File: config.mk
export PLATFORM = sky130hd
export DESIGN_NAME = avalon_mm_master
export DESIGN_NICKNAME = d
export VERILOG_FILES = /design/src/rtl/avm_pkg.sv /design/src/rtl/avm_timeout_counter.sv /design/src/rtl/avalon_mm_master.sv
export SDC_FILE = /design/constraint.sdc
export NUM_CORES = 1
export LEC_CHECK = 0
export ABC_AREA = 1
export BUFFER_PORTS_ARGS = -buffer_cell sky130_fd_sc_hd__buf_2
export CORE_MARGIN = 2
export CORE_UTILIZATION = 30
export DETAILED_ROUTE_END_ITERATION = 16
export SETUP_SLACK_MARGIN = 0.15
export SLEW_MARGIN = 5
export SYNTH_ARGS = -nofsm -noshare
export SYNTH_HDL_FRONTEND = slang
export SYNTH_SLANG_ARGS = --single-unit
File: constraint.sdc
create_clock -name clk -period 1.25 [get_ports clk]
set_input_delay 0.25 -clock clk [delete_from_list [all_inputs] [get_ports clk]]
set_output_delay 0.25 -clock clk [all_outputs]
set_load 0.02 [all_outputs]
File: src/rtl/avm_pkg.sv
// Shared types and widths for the Avalon-MM initiator.
package avm_pkg;

   localparam int AVM_ADDR_W = 32;
   localparam int AVM_DATA_W = 32;
   localparam int AVM_BE_W   = 4;

   typedef enum logic [1:0] {
      IDLE   = 2'd0,
      ACCESS = 2'd1,
      GAP    = 2'd2
   } avm_state_t;

   // The responder is word addressed, so the two byte-offset bits are dropped.
   function automatic logic [AVM_ADDR_W-1:0] word_align(input logic [AVM_ADDR_W-1:0] addr);
      return {addr[AVM_ADDR_W-1:2], 2'b00};
   endfunction

endpackage

File: src/rtl/avm_timeout_counter.sv
// Stall counter for the Avalon initiator; flags expiry after TIMEOUT_CYCLES-1 stalled cycles.
module avm_timeout_counter #(
   parameter int TIMEOUT_CYCLES = 64
) (
   input  logic clk,
   input  logic reset,
   input  logic clear,
   input  logic inc,
   output logic expired
);

   localparam int CNT_W = (TIMEOUT_CYCLES > 2) ? $clog2(TIMEOUT_CYCLES) : 1;

   logic [CNT_W-1:0] count;

   always_ff @(posedge clk) begin
      if (reset) begin
         count <= '0;
      end else if (clear) begin
         count <= '0;
      end else if (inc) begin
         count <= count + CNT_W'(1);
      end
   end

   assign expired = (count == CNT_W'(TIMEOUT_CYCLES - 1));

endmodule

File: src/rtl/avalon_mm_master.sv
// Avalon-MM initiator: one core request at a time, idle cycle between transfers.
// Optional transfer timeout enabled by defining AVM_TIMEOUT_EN.
module avalon_mm_master
   import avm_pkg::*;
#(
   parameter int TIMEOUT_CYCLES = 64
) (
   input  logic                  clk,
   input  logic                  reset,
   input  logic                  req_valid,
   output logic                  req_ready,
   input  logic                  req_write,
   input  logic [AVM_ADDR_W-1:0] req_addr,
   input  logic [AVM_BE_W-1:0]   req_byteenable,
   input  logic [AVM_DATA_W-1:0] req_wdata,
   output logic                  rsp_valid,
   output logic [AVM_DATA_W-1:0] rsp_rdata,
   output logic                  rsp_error,
   output logic [AVM_ADDR_W-1:0] address,
   output logic [AVM_BE_W-1:0]   byteenable,
   output logic                  read,
   output logic                  write,
   output logic [AVM_DATA_W-1:0] writedata,
   input  logic                  waitrequest,
   input  logic [AVM_DATA_W-1:0] readdata
);

   avm_state_t state, state_next;
   logic       accept;
   logic       complete;
   logic       abandon;
   logic       expired;
   logic       unused_addr_lsb;

   assign unused_addr_lsb = ^req_addr[1:0];
   assign req_ready       = (state == IDLE) && !reset;

`ifdef AVM_TIMEOUT_EN
   avm_timeout_counter #(
      .TIMEOUT_CYCLES(TIMEOUT_CYCLES)
   ) u_timeout (
      .clk     (clk),
      .reset   (reset),
      .clear   (accept),
      .inc     ((state == ACCESS) && waitrequest),
      .expired (expired)
   );
`else
   localparam int unused_timeout_cycles = TIMEOUT_CYCLES;
   assign expired   = 1'b0;
   assign rsp_error = 1'b0;
`endif

   always_comb begin
      state_next = state;
      accept     = 1'b0;
      complete   = 1'b0;
      abandon    = 1'b0;
      case (state)
         IDLE: begin
            if (req_valid && req_ready) begin
               accept     = 1'b1;
               state_next = ACCESS;
            end
         end
         ACCESS: begin
            if (!waitrequest) begin
               complete   = 1'b1;
               state_next = GAP;
            end else if (expired) begin
               abandon    = 1'b1;
               state_next = GAP;
            end
         end
         GAP:     state_next = IDLE;
         default: state_next = IDLE;
      endcase
   end

   always_ff @(posedge clk) begin
      if (reset) begin
         state      <= IDLE;
         read       <= 1'b0;
         write      <= 1'b0;
         address    <= '0;
         byteenable <= '0;
         writedata  <= '0;
         rsp_valid  <= 1'b0;
         rsp_rdata  <= '0;
      end else begin
         state     <= state_next;
         rsp_valid <= complete || abandon;
         if (accept) begin
            address    <= word_align(req_addr);
            byteenable <= req_byteenable;
            writedata  <= req_wdata;
            read       <= ~req_write;
            write      <= req_write;
         end
         if (complete || abandon) begin
            read  <= 1'b0;
            write <= 1'b0;
         end
         // read is still high on the completion edge, so it marks a read transfer.
         if (complete && read) begin
            rsp_rdata <= readdata;
         end
      end
   end

`ifdef AVM_TIMEOUT_EN
   always_ff @(posedge clk) begin
      if (reset) begin
         rsp_error <= 1'b0;
      end else if (abandon) begin
         rsp_error <= 1'b1;
      end else if (complete) begin
         rsp_error <= 1'b0;
      end
   end
`endif

endmodule

==> flow_metrics.env <==
export IMPL_status="complete, but fails checks"
export IMPL_violations="negative setup slack"
export IMPL_routed_top_layer="met4"
export IMPL_max_freq_mhz=717
export IMPL_drtIter0Drc=183
export IMPL_p_sw_uw=2240
export IMPL_final_setup_viol_count=69
export IMPL_drtPass1Iterations=5
export IMPL_syn_area_per_cell_um2=6.56
export IMPL_min_from="req_wdata[22]"
export IMPL_internal_power_uw=5840
export IMPL_clockBufferDepth=2
export IMPL_clock_power_share_pct=33.5
export IMPL_final_cell_mix="nor2_1, nand2_1, inv_1, buf_2, buf_4"
export IMPL_slew_violations=0
export IMPL_die_y_um=124
export IMPL_wl_per_cell_um=11.9
export IMPL_core_um2=14000
export IMPL_drc=0
export IMPL_hold_class="in -> reg"
export IMPL_cpMaxStageDelayCell="dfxtp_2"
export IMPL_whs_endpoint="writedata[22]$_SDFFE_PP0P_"
export IMPL_swShare_pct=27.8
export IMPL_layout_commonest_cell="nor2_1"
export IMPL_htreeDepth=3
export IMPL_worstPathMaxFanout=3
export IMPL_dp_final_hpwl_um=7890
export IMPL_fin_crit_ns=1.39
export IMPL_netlist_instances=659
export IMPL_tns_ns=-4.54
export IMPL_start_util_pct=30.9
export IMPL_via_count=4462
export IMPL_min_delay_path_depth=3
export IMPL_grt_max_degree=42
export IMPL_grt_use_total_pct=15.7
export IMPL_dr_wl_met2_um=6020
export IMPL_area_delta_synth_final_pct=62.0
export IMPL_worstPathArrival_ns=1.14
export IMPL_setup_ws_ns=-0.145
export IMPL_die_area_um2=15400
export IMPL_cts_buffers_inserted=9
export IMPL_cap_violations=0
export IMPL_synth_distinct_cells=17
export IMPL_seq_area_frac_synth_pct=47.7
export IMPL_antenna_found_initial=0
export IMPL_p_per_area_nw_per_um2=1150
export IMPL_crit_path_frequent_cell="buf_4"
export IMPL_pwr_share_seq_pct=44.5
export IMPL_layout_cells_non_filler=1057
export IMPL_crit_chain="buf_4, buf_6, nor3_2, buf_4"
export IMPL_port_buffers=204
export IMPL_crit_type="reg -> out"
export IMPL_required_ns=1.00
export IMPL_skew_ns=0.00474
export IMPL_rows=43
export IMPL_grt_pass1_wl_um=19100
export IMPL_grt_overflow_total=0
export IMPL_place_congestion=0.751
export IMPL_hold_viol_final=0
export IMPL_power_uw=8080
export IMPL_fin_util_pct=50.1
export IMPL_wirelength_um=12600
export IMPL_dp_cells=1023
export IMPL_reg2reg_to="writedata[21]$_SDFFE_PP0P_"
export IMPL_setup_worst_path_end_class="primary output"
export IMPL_r2r_start="state[0]$_SDFFE_PP0P_"
export IMPL_rsz0062_at_grt="true"
export IMPL_die_w_um=124
export IMPL_fin_nets=978
export IMPL_ant_nets=0
export IMPL_wl_met1_um=5370
export IMPL_rrSetupSlack_ns=-0.10
export IMPL_crit_path_start_kind="register"
export IMPL_first_global_vias=4007
export IMPL_clk_latency_ns=0.34
export IMPL_syn_area_um2=4320
export IMPL_reg2reg_depth=7
export IMPL_io_pins=210
export IMPL_comb_power_share_pct=22.0
export IMPL_yosysWarnings=0
export IMPL_dp_slack_ns=0.0433
export IMPL_n_antenna_cell=0
export IMPL_ir_worst_vdd_v=0.000931
export IMPL_drive_gt1_share_pct=45.8
export IMPL_fin_crit_sh_pct=112
export IMPL_clk_pin_slew_ns=0.07
export IMPL_clock_sinks=103
export IMPL_cts_tree="done"
export IMPL_viasPerCell=4.22
export IMPL_wl_met3_um=915
export IMPL_root_buffer="clkbuf_16"
export IMPL_ys_seq_elements=103
export IMPL_leakage_uw=0.00369
export IMPL_worst_path_largest_cell_delay_ns=0.32
export IMPL_critPathLaunch="state[0]$_SDFFE_PP0P_"
## critical path: cells and delay by family, from the launching register on
kind,cells,cell delay [ns]
flip-flops,1,0.32
buffers and inverters,3,0.40
AND/OR/NAND/NOR,1,0.09
## worst max path at each step
stage,slack (ns),cells after the start,to
floorplan,0.15,6,byteenable[0]$_SDFFE_PP0P_
global placement,0.03,5,address[4]$_SDFFE_PP0P_
detailed placement,0.04,7,address[29]$_SDFFE_PP0P_
CTS,-0.05,3,req_ready
global route,-0.20,8,writedata[27]$_SDFFE_PP0P_
finish,-0.14,4,req_ready
## sequential cells by signal, summed over array words and instances, names as in the netlist
name and cells:
byteenable 4, address 30, write 1, writedata 32
rsp_valid 1, state 2, rsp_rdata 32, read 1
## timing repair
action / CTS / global route
gates resized for setup: 118 / 195
hold buffers: 0 / 0
pin swaps: 6 / 19
buffers inserted: 8 / 2
endpoints found under the setup margin: 174 / 189
gates cloned: 5 / 4
## cell type report
| cell class | count | area (um2) |
|---|---|---|
| fill | 1424 | 6980 |
| sequential | 103 | 2150 |
| timing repair buffer | 242 | 2020 |
| multi-input combinational | 412 | 1940 |
| inverter | 105 | 395 |
| clock buffer | 15 | 278 |
| tap | 180 | 225 |
## stage by stage
stage / hold WS, ns / cell area, um2
4_1_cts: 0.103 / 6400
2_1_floorplan: 0.322 / 4350
3_3_place_gp: 0.451 / 5580
3_5_place_dp: 0.459 / 5580
6_report: 0.109 / 7010
5_1_grt: 0.117 / 7010
## kinds of logic (layout without fill, tap and decap cells)
kind of cell / Yosys count / after routing / share of synthesized area (%)
AO/OA/AOI/OAI: 1 / 1 / 0.116
other: 1 / 3 / 0.0867
buffers and inverters: 146 / 362 / 14.5
AND/OR/NAND/NOR: 408 / 408 / 37.6
flip-flops: 103 / 103 / 47.7
## cell usage after synthesis
master	count	area [um2]
nor2_1	201	754
nand2_1	169	634
inv_1	104	390
dfxtp_1	103	2060
nand4_1	33	206
clkbuf_1	14	52.6
buf_2	12	60.1
buf_4	7	52.6
buf_6	5	56.3
buf_1	3	11.3
nand3_1	2	10.0
a21oi_1	1	5.00
conb_1	1	3.75
inv_2	1	3.75
nand3_2	1	10.0
nor2_2	1	6.26
nor3_1	1	5.00
## layer usage
layer  GRT usage, %  vias up
met3           5.22       19
met4           5.83        0
met1           18.8     1976
met2           25.9      124
met5              0        -
li1               -     2343
## power by group through the flow
stage | Combinational [uW] | Sequential [uW] | Clock [uW]
finish | 1780 | 3600 | 2700
global route | 1960 | 3620 | 2920
CTS | 1550 | 3560 | 2800
detailed placement | 1310 | 3630 | 0
global placement | 1300 | 3620 | 0
floorplan | 589 | 3850 | 0
Note: power is estimated with default switching activity, not from simulation.
